### config.mk
export PLATFORM = sky130hd
export DESIGN_NAME = ifu_fetch
export DESIGN_NICKNAME = d
export VERILOG_FILES = /design/src/rtl/ifu_fetch_pkg.sv /design/src/rtl/ifu_fetch.sv
export SDC_FILE = /design/constraint.sdc
export NUM_CORES = 1
export LEC_CHECK = 0
export ABC_AREA = 1
export BUFFER_PORTS_ARGS = -buffer_cell sky130_fd_sc_hd__buf_2
export CAP_MARGIN = 20
export CORE_MARGIN = 2
export CORE_UTILIZATION = 55
export DETAILED_ROUTE_END_ITERATION = 12
export PLACE_DENSITY = 0.86
export SLEW_MARGIN = 20
export SYNTH_ARGS = -nofsm -noshare
export SYNTH_HDL_FRONTEND = slang
export SYNTH_SLANG_ARGS = --single-unit
### constraint.sdc
create_clock -name i_clk -period 2.6 [get_ports i_clk]
set_input_delay 0.26 -clock i_clk [delete_from_list [all_inputs] [get_ports i_clk]]
set_output_delay 0.26 -clock i_clk [all_outputs]
set_load 0.01 [all_outputs]
### src/rtl/ifu_fetch_pkg.sv
// Shared widths, reset/NOP constants and FSM encoding for the fetch unit.
package ifu_fetch_pkg;

  localparam int CPU_WIDTH = 32;
  localparam int INS_WIDTH = 32;

  localparam logic [CPU_WIDTH-1:0] RESET_PC_DEFAULT = 32'h8000_0000;
  // addi x0, x0, 0 -- substituted for the payload of a faulting fetch
  localparam logic [INS_WIDTH-1:0] NOP_INSTR = 32'h0000_0013;

  typedef enum logic [1:0] {
    S_IDLE = 2'd0,
    S_REQ  = 2'd1,
    S_WAIT = 2'd2,
    S_HOLD = 2'd3
  } fetch_state_e;

  // Sequential successor of a word-aligned pc; wraps modulo 2^32.
  function automatic logic [CPU_WIDTH-1:0] next_seq_pc(input logic [CPU_WIDTH-1:0] pc);
    return pc + CPU_WIDTH'(4);
  endfunction

endpackage

### src/rtl/ifu_fetch.sv
// Single-outstanding instruction fetch unit: request, wait for response,
// hold the instruction for the decoder, with redirect and response drop.
module ifu_fetch
  import ifu_fetch_pkg::*;
#(
  parameter logic [CPU_WIDTH-1:0] RESET_PC = RESET_PC_DEFAULT
) (
  input  logic                 i_clk,
  input  logic                 i_rst_n,
  output logic                 o_ireq_valid,
  input  logic                 i_ireq_ready,
  output logic [CPU_WIDTH-1:0] o_ireq_addr,
  input  logic                 i_iresp_valid,
  input  logic [INS_WIDTH-1:0] i_iresp_data,
  input  logic                 i_iresp_err,
  input  logic                 i_redirect,
  input  logic [CPU_WIDTH-1:0] i_redirect_pc,
  output logic [INS_WIDTH-1:0] o_instr,
  output logic [CPU_WIDTH-1:0] o_pc,
  output logic                 o_post_valid,
  input  logic                 i_post_ready,
  output logic                 o_fetch_err
);

  fetch_state_e         state_q, state_d;
  logic [CPU_WIDTH-1:0] pc_q, pc_d;
  logic                 drop_q, drop_d;
  logic [INS_WIDTH-1:0] instr_q, instr_d;
  logic [CPU_WIDTH-1:0] opc_q, opc_d;
  logic                 err_q, err_d;

  // State, pc and captured-instruction registers with async reset
  always_ff @(posedge i_clk or negedge i_rst_n) begin
    if (!i_rst_n) begin
      state_q <= S_IDLE;
      pc_q    <= RESET_PC;
      drop_q  <= 1'b0;
      instr_q <= '0;
      opc_q   <= '0;
      err_q   <= 1'b0;
    end else begin
      state_q <= state_d;
      pc_q    <= pc_d;
      drop_q  <= drop_d;
      instr_q <= instr_d;
      opc_q   <= opc_d;
      err_q   <= err_d;
    end
  end

  // Next-state and datapath update; a redirect always wins over pc+4
  always_comb begin
    state_d = state_q;
    pc_d    = pc_q;
    drop_d  = drop_q;
    instr_d = instr_q;
    opc_d   = opc_q;
    err_d   = err_q;
    unique case (state_q)
      S_IDLE: state_d = S_REQ;
      S_REQ: begin
        if (i_ireq_ready) begin
          state_d = S_WAIT;
          if (i_redirect) begin
            // request already launched for the old pc: its response must go
            pc_d   = i_redirect_pc;
            drop_d = 1'b1;
          end
        end else if (i_redirect) begin
          // not yet accepted, so the address may simply change
          pc_d = i_redirect_pc;
        end
      end
      S_WAIT: begin
        if (i_iresp_valid) begin
          if (drop_q || i_redirect) begin
            state_d = S_REQ;
            drop_d  = 1'b0;
            if (i_redirect) pc_d = i_redirect_pc;
          end else begin
            state_d = S_HOLD;
            instr_d = i_iresp_err ? NOP_INSTR : i_iresp_data;
            opc_d   = pc_q;
            err_d   = i_iresp_err;
          end
        end else if (i_redirect) begin
          pc_d   = i_redirect_pc;
          drop_d = 1'b1;
        end
      end
      S_HOLD: begin
        if (i_post_ready) begin
          state_d = S_REQ;
          pc_d    = i_redirect ? i_redirect_pc : next_seq_pc(pc_q);
        end else if (i_redirect) begin
          // flush the held instruction; valid drops next cycle
          state_d = S_REQ;
          pc_d    = i_redirect_pc;
        end
      end
      default: state_d = S_IDLE;
    endcase
  end

  // Handshake outputs decoded purely from state
  always_comb begin
    o_ireq_valid = (state_q == S_REQ);
    o_post_valid = (state_q == S_HOLD);
    o_ireq_addr  = pc_q;
    o_instr      = instr_q;
    o_pc         = opc_q;
    o_fetch_err  = err_q;
  end

endmodule

Word level (Yosys, flattened, before mapping)
Index checks and enable logic that the tools add are counted.

Add/sub/neg operators: 1. Magnitude comparators: 0. Equal/unequal tests: 7. Reductions and logical operators: 8. Shift operators: 0. Div/mod/pow operators: 0. Muxes and demuxes: 18. Multiply operators: 0. Bitwise operators: 1.

Operators by type and width (number): 2-to-1 mux 32 bit (6); one-hot mux 32 bit (3 select lines) (1); adder 32 x 3 -> 32 bit (second input constant) (1); 2-to-1 mux 2 bit (5); AND reduction 3 bit (3); one-hot mux 2 bit (4 select lines) (1); equality test 2 bit (second input constant) (2); 2-to-1 mux 1 bit (4); != test 3 x 2 -> 1 bit (second input constant) (1); != test 3 bit (second input constant) (1); nonzero test 3 bit (1); equality test 2 x 1 -> 1 bit (second input constant) (1); zero test 2 bit (1); != test 2 x 1 -> 1 bit (second input constant) (1); != test 2 bit (second input constant) (1); one-hot mux 1 bit (2 select lines) (1); AND reduction 2 bit (1); nonzero test 2 bit (1); logical OR 1 bit (1); inverter 1 bit (1).

Memory bits (read-only): 0. RAM bits: 0. Bits in latches: 0. Logic and storage cells: 41. Memories kept: 0. Register bits after elaboration: 100. Input bits: 71.

Depth between registers and ports, before layout
Gate-level depths: netlist of the first run.

Word-level depth: 4. Mapped depth: 12. Gate-level depth less buffers: 11.

Worst setup path before layout of the first run
Ideal clock, no wire load.

Path kind: reg2reg. Start point: register state_q[0]. End point: register pc_q[9], in the netlist o_ireq_addr[9]. Required time: 2.483 ns. Arrival time: 1.442 ns. Setup time: 0.117 ns. Stages on the path, launching flop included: 9. Clock period less this slack: 1.559 ns. Slack: 1.041 ns. Path buffers: 0. Path through: dfrtp_1 > ha_1 > nand2_1 > nor2_1 > nand2_1 > o21ai_0 > nand3_1 > o21ai_1 > inv_1.

Cells in the longest elaborated chain, start to end: 3. Elaborated cells on any way between the ends: 7. Classes of those cells: 4 x eq/ne; 1 x mux; 2 x reduce/logical.

RTL lines: from (decl) (RTL line ifu_fetch.sv:25) `fetch_state_e state_q, state_d;`; from (signal assigned) (RTL line ifu_fetch.sv:42) `state_q <= state_d;`; equality test 2 bit *; via o_post_valid (RTL line ifu_fetch.sv:20) `output logic o_post_valid,`; nonzero test 3 bit (no line); AND reduction 2 bit (no line); to (signal assigned) (RTL line ifu_fetch.sv:43) `pc_q <= pc_d;`; to (decl) (RTL line ifu_fetch.sv:26) `logic [CPU_WIDTH-1:0] pc_q, pc_d;`.

Mark *: on every way through the listed nets, which the timed path passes. The rest lies on a longest branch. A chain may end at the register's enable or synchronous reset.

Worst setup path in the final report of the first run
Start point: register state_q[0]. End point: register pc_q[17], in the netlist o_ireq_addr[17].

Cells in the longest elaborated chain, start to end: 3. Elaborated cells on any way between the ends: 7. Classes of those cells: 4 x eq/ne; 1 x mux; 2 x reduce/logical.

RTL lines: equality test 2 bit / equality test 2 x 1 -> 1 bit (equally long branches) (RTL line ifu_fetch.sv:59) `unique case (state_q)`; != test 3 bit (no line) / nonzero test 3 bit (equally long branches); AND reduction 2 bit (no line).

Several ways; a longest one is shown, not always the timed one.

==> results of run 1 <==
==> worst min-delay path, cell delays in order <==
cell,delay [ns]
buf_2,0.08
nand2_1,0.04
nand2_1,0.04
==> power by group through the flow <==
stage	sequential (mW)	combinational (mW)	clock, mW
final	2.59	2.48	0.983
after global routing	2.66	2.76	1.05
after CTS	2.57	2.47	0.989
after detailed placement	2.60	2.46	0
after global placement	2.57	2.37	0
after floorplan	2.70	1.35	0
==> metal layers <==
layer  vias up  wire length (um)  track usage
met5         -                 0            0
met4         0               327        0.107
met3        30              1180       0.0390
met2       301              6740        0.469
met1      2315              6000        0.381
li1       2352                 -            -
==> cells in the mapped netlist (2+ instances only) <==
library cell	count
o21ai_0	12
o211ai_1	2
nor2_2	9
o21ai_1	37
inv_1	51
nor3b_1	2
clkbuf_1	7
nand2_1	160
nand3_1	43
a31oi_1	4
inv_2	6
nor3_1	6
nand2_2	6
a21oi_1	15
nor2_4	4
xor2_1	7
nand3b_1	2
ha_1	6
o22ai_1	4
buf_2	15
nand4_1	13
clkinv_1	3
o22a_1	3
dfrtp_1	99
nor2_8	2
a22o_1	29
buf_4	2
nand2_4	2
nor2_1	53
==> cell type report <==
class | count | area [um2]
clock buffers | 9 | 124
clock inverters | 7 | 68.8
fillers | 753 | 2880
inverters | 60 | 225
multi-input cells | 428 | 2220
flip-flops and latches | 100 | 2500
well taps | 111 | 139
repair buffers | 178 | 943
==> timing repair <==
| action | in CTS | in global routing |
|---|---|---|
| setup endpoints to repair | 0 | 0 |
| endpoints found under the hold margin | 42 | 0 |
| hold buffers | 1 | 0 |
==> cells in the final DEF (no fill, tap or decap), drive strengths merged <==
cell type	n
o2111ai	1
o21bai	1
dfstp	1
buf	177
dlygate4sd3	1
nor3b	2
o221ai	1
dfrtp	99
nor3	7
o22a	3
a21oi	15
o211ai	2
nand3b	2
nand3	44
o21ai	49
nand2	168
inv	60
a31oi	4
clkbuf	9
a21o	1
a22o	29
o22ai	4
nor2	68
nand4	14
clkinv	5
xor2	7
ha	6
clkinvlp	2
==> stage by stage <==
| step | hold WS [ns] | cell area (um2) |
|---|---|---|
| after floorplan | -0.0356 | 5080 |
| after global placement | 0.297 | 6030 |
| after detailed placement | 0.310 | 6030 |
| after CTS | 0.0827 | 6230 |
| after global routing | 0.0898 | 6230 |
| final | 0.0892 | 6230 |
==> cells by family after synthesis <==
logic type                 Yosys count  synth area share
and+or+nand+nor                    305             0.273
AOI/OAI and AO/OA                  110             0.137
DFF                                100             0.492
buffers and inverters               86            0.0701
xor gates and xnor gates             7            0.0121
adders and majority gates            6            0.0148
==> flip-flops by register name, indices dropped and copies added (netlist names) <==
register     cells
drop_q           1
o_fetch_err      1
o_instr         32
o_ireq_addr     32
o_pc            32
state_q          2
==> final timing paths <==
kind	startpoint	to	slack [ns]	cells past startpoint
min in group asynchronous	i_rst_n	o_pc[0]$_DFFE_PN0P_	0.44	2
max in group asynchronous	i_rst_n	o_ireq_addr[31]$_DFFE_PN1P_	1.43	3
worst min register to register	o_pc[0]$_DFFE_PN0P_	o_pc[0]$_DFFE_PN0P_	0.48	2
worst max register to register	state_q[0]$_DFFE_PN0P_	o_ireq_addr[17]$_DFFE_PN0P_	0.44	10
worst min-delay path	i_redirect_pc[1]	o_ireq_addr[1]$_DFFE_PN0P_	0.09	3
worst max-delay path	state_q[0]$_DFFE_PN0P_	o_ireq_addr[17]$_DFFE_PN0P_	0.44	10
==> flow_summary.toml, run 1 <==
[pwr]
leakagePower_nw = 3.39
clkPwrFrac = 0.163
power_mw = 6.05
internal_power_mw = 3.34
p_seq_frac = 0.428
combPwrFrac = 0.410
p_per_area_nw_per_um2 = 971
sw_frac_of_total = 0.448
p_sw_mw = 2.71
ir_drop_mv = 0.519

[synth]
syn_inst = 614
synthArstFlopShare = 1.00
yosysTopAreaCell = "dfrtp_1"
syn-num-nets = 691
synth_area_leaders = "dfrtp_1 (49%), nand2_1 (12%), a22o_1 (5.0%)"
synth_cell_types = 39
synth_edf_count = 0
ys_ff_latch = 100
avgSynthCellArea_um2 = 8.28
synth_warnings = 0
synthFlopType = "dfrtp_1"
yosysSeqAreaShare = 0.492
synthesis.area_um2 = 5080
yosysTopAreaCellShare = 0.487

[die]
die_w_um = 100
start_util = 0.558
fp.dieArea_um2 = 10000
die_h_um = 100
ios = 170
row_count = 35
fp.coreArea_um2 = 9110

[routing]
vias_per_cell = 5.60
drtAntennaViolNets = 0
routed_wl_um = 14200
vias = 4998
drt_iter0_drc = 322
wl_per_cell_um = 16.0
drt_pre_antenna_iters = 5
drc_errors = 0

[placement]
place_congestion = 0.966
hpwl_um = 10300
io_buffers = 169
dp_slack_ns = 0.472
place_inst = 876

[clock_network]
cts_made_buffers = 9
cts_setup_buffers = 0
cts-root-buf = "clkbuf_8"
post_cts_resized = 0
htreeDepth = 3
clk_path_buf_depth = 2
clkSinkCount = 100
clk_pin_slew_ns = 0.11
clk_latency_ns = 0.37
cts_tree = "yes"

[layout]
diodes = 0
drive_gt1_frac = 0.289
area_growth_pct = 22.5
finalNonFillerCells = 893
nNetsFinal = 854
fin_util = 0.684

[timing]
rsz0062_at_grt = "no"
fin_crit_ns = 2.16
worstMarginPinSlew_ns = 0.592
finalSetupViolCount = 0
drv_slew = 0
finalHoldViolations = 0
max-slew-margin-rel = 0.605
fin_worst_skew_ns = 0.00801
fin_ws_ns = 0.438
setup_tns_ns = 0
period_share = 0.831
fmax_mhz = 463

[global_routing]
grt_max_degree = 89
antenna_found_initial = 0
grt_pass1_vias = 4661
grtUsageTotal = 0.283
overflow = 0
grt_pass1_wl_um = 22500

[critical_path]
cp.required_ns = 2.86
crit_arrival_ns = 2.43
path_cells = "inv_1, ha_1, nand2_1, nor2_4, nor2_8, nand2_4, inv_2, nand2_1, o21ai_1, o21bai_1"
start_kind = "flip-flop"
crit_buf_inv = 2
cp_max_fo = 28
critPathCaptureType = "flip-flop"
slowest_stage = "dfrtp_1"
path_class = "reg2reg"
cp_common_cell = "nand2_1"
critPathTopFamily = "simple AND/OR/NAND/NOR gates"
max_stage_delay_ns = 0.45

[outcome]
status = "completed"

[hold_path]
hp-class = "in2reg"

[job]
timing.max_cap.violations = 0
No activity file was read; power rests on OpenSTA's default activity.
==> inputs of run 2 (changes only) <==
- ABC_AREA: 1 -> 0
- CORE_UTILIZATION: 55 -> 50
- PLACE_DENSITY: 0.86 -> 0.8
- clock period: 2.6 -> 2 ns (I/O delays scaled with it)
==> run 2 against run 1 <==
Compared with the run above: utilization increased by 1.6 points; critical path type unchanged; first-iteration DRC count down 24%; sequential power up 32%; non-clock buffer count increased by 49; clock skew up 0.0023 ns; hold slack worse by 0.071 ns; global-route usage decreased by 1.6 points; area after synthesis fell by 4.3%; highest routed layer unchanged; synthesized cell count decreased by 7.3%.
==> flow_summary.toml, run 2 <==
[outcome]
status = "completed"

[layout]
drive_gt1_frac = 0.335
fin_util = 0.700
area_growth_pct = 34.1
nNetsFinal = 846
fillers = 752
finalNonFillerCells = 903
multi_input_area_um2 = 2280
diodes = 0
final_cell_mix = "buf_2 (168), nand2_1 (164), dfrtp_1 (98)"
mostFrequentLayoutCell = "buf_2"
fin_area_um2 = 6530
regArea_um2 = 2500

[synth]
yosysTopAreaCellShare = 0.509
avgSynthCellArea_um2 = 8.55
ys_ff_latch = 100
synth_edf_count = 0
yosysTopAreaCell = "dfrtp_1"
synth_warnings = 0
yosysMostFrequentCell = "nand2_1"
synth_cell_types = 48
syn-num-nets = 646
synthArstFlopShare = 1.00
synth_area_leaders = "dfrtp_1 (51%), nand2_1 (13%), o21ai_0 (4.9%)"
synthFlopType = "dfrtp_1"
yosysSeqAreaShare = 0.515
synthesis.area_um2 = 4860
synthTopCellsByCount = "nand2_1 (164), dfrtp_1 (99), o21ai_0 (48), clkbuf_1 (32), nand2b_1 (32)"
syn_inst = 569

[critical_path]
cp_max_fo = 3
crit_arrival_ns = 2.24
cp.required_ns = 2.29
critPathCaptureType = "flip-flop"
path_class = "reg2reg"
start_kind = "flip-flop"

[routing]
drt_pre_antenna_iters = 4
vias_per_cell = 5.29
vias = 4774
routed_wl_um = 14100
drt_iter0_drc = 246
wl_per_cell_um = 15.6
drtAntennaViolNets = 0
drc_errors = 0

[clock_network]
clk_pin_slew_ns = 0.10
htreeDepth = 3
cts_tree = "yes"
clk_latency_ns = 0.37
clkSinkCount = 100
clk_path_buf_depth = 2
cts_made_buffers = 9
cts-root-buf = "clkbuf_8"

[die]
fp.coreArea_um2 = 9330
die_w_um = 103
die_h_um = 103
row_count = 35
fp.dieArea_um2 = 10500
start_util = 0.522
ios = 170

[timing]
fmax_mhz = 512
finalSetupViolCount = 0
fin_worst_skew_ns = 0.0103
period_share = 0.977
setup_tns_ns = 0
finalHoldViolations = 0
fin_ws_ns = 0.0459
max-slew-margin-rel = 0.641
worstMarginPinSlew_ns = 0.538
rsz0062_at_grt = "yes"
drv_slew = 0
fin_crit_ns = 1.95

[placement]
dp_slack_ns = -0.0526
io_buffers = 169
place_inst = 881
hpwl_um = 10500
place_congestion = 0.883
post_dp_cell_area_um2 = 6190

[global_routing]
antenna_found_initial = 0
grt_max_degree = 80
grtUsageTotal = 0.267
overflow = 0
grt_pass1_vias = 4513
grt_pass1_wl_um = 21800

[pwr]
leakagePower_nw = 3.41
sw_frac_of_total = 0.408
p_seq_frac = 0.390
ir_drop_mv = 0.621
p_sw_mw = 3.59
combPwrFrac = 0.451
clkPwrFrac = 0.159
p_per_area_nw_per_um2 = 1350
internal_power_mw = 5.19

[job]
timing.max_cap.violations = 0

[hold_path]
hp-class = "in2reg"
## run 2: cell count changes after synthesis, sizes merged, moves of 6 or more
cell    previous run  this run
a21oi             15        23
a22o              29         0
and3               0         7
buf               19         6
clkbuf             7        32
inv               57         8
nand2b             0        32
nand3             44        29
nor2              68        19
nor4               0         9
xor2               7         1
## run 2: kinds of logic after synthesis
logic type | Yosys count | share of synthesized area
AND/OR/NAND/NOR | 313 | 0.305
adder cells (fa/ha/maj) | 6 | 0.0154
multiplexers | 4 | 0.00823
buffers and inverters | 46 | 0.0363
AO/OA/AOI/OAI | 98 | 0.117
XOR/XNOR | 2 | 0.00360
flip-flops | 100 | 0.515
## run 2: layout make-up
cell class              count  area share
multi-input cells         423       0.350
flip-flops and latches    100       0.384
inverters                   8     0.00460
repair buffers            227       0.204
well taps                 129      0.0247
clock buffers              10      0.0211
clock inverters             6      0.0117
## run 2: through the flow
stage / total power, mW / hold WS, ns
after floorplan: 5.32 / -0.0956
after global placement: 7.21 / 0.207
after detailed placement: 7.32 / 0.214
after CTS: 8.71 / 0.00751
after global routing: 9.42 / 0.00420
final: 8.78 / 0.0178
## run 2: final timing paths
check                                            from                           to  slack [ns]  cells after the start
max                        o_ireq_addr[9]$_DFFE_PN0P_  o_ireq_addr[23]$_DFFE_PN0P_        0.05                      5
min                                  i_redirect_pc[0]   o_ireq_addr[0]$_DFFE_PN0P_        0.02                      3
max reg2reg                o_ireq_addr[9]$_DFFE_PN0P_  o_ireq_addr[23]$_DFFE_PN0P_        0.05                      5
min reg2reg                    o_instr[0]$_DFFE_PN0P_       o_instr[0]$_DFFE_PN0P_        0.47                      2
max in group asynchronous                     i_rst_n   o_ireq_addr[5]$_DFFE_PN0P_        0.98                      3
min in group asynchronous                     i_rst_n      o_instr[18]$_DFFE_PN0P_        0.34                      2
## run 2: what timing repair did
action,CTS,global route
gates resized for setup,1,15
endpoints found under the hold margin,36,0
setup buffers,0,5
hold buffers,1,0
endpoints found under the setup margin,1,25
pin swaps,0,4
## run 2: worst max-delay path: stages (launching register included)
cell      delay, ns
dfrtp_1        0.37
nand3_1        0.12
or4_4          0.54
or2_1          0.27
or4_1          0.47
o211ai_1       0.10
## run 2: power groups by stage
stage                     combinational [mW]  clock (mW)  sequential (mW)
after floorplan                         1.44           0             3.89
after detailed placement                3.87           0             3.45
after global routing                    4.39        1.49             3.54
final                                   3.96        1.40             3.42
after global placement                  3.81           0             3.40
after CTS                               3.88        1.42             3.41
## run 2: layer usage
layer | routed length (um) | track usage
met1 | 6050 | 0.343
met2 | 6750 | 0.455
met3 | 1090 | 0.0576
met4 | 213 | 0.0831
met5 | 0 | 0
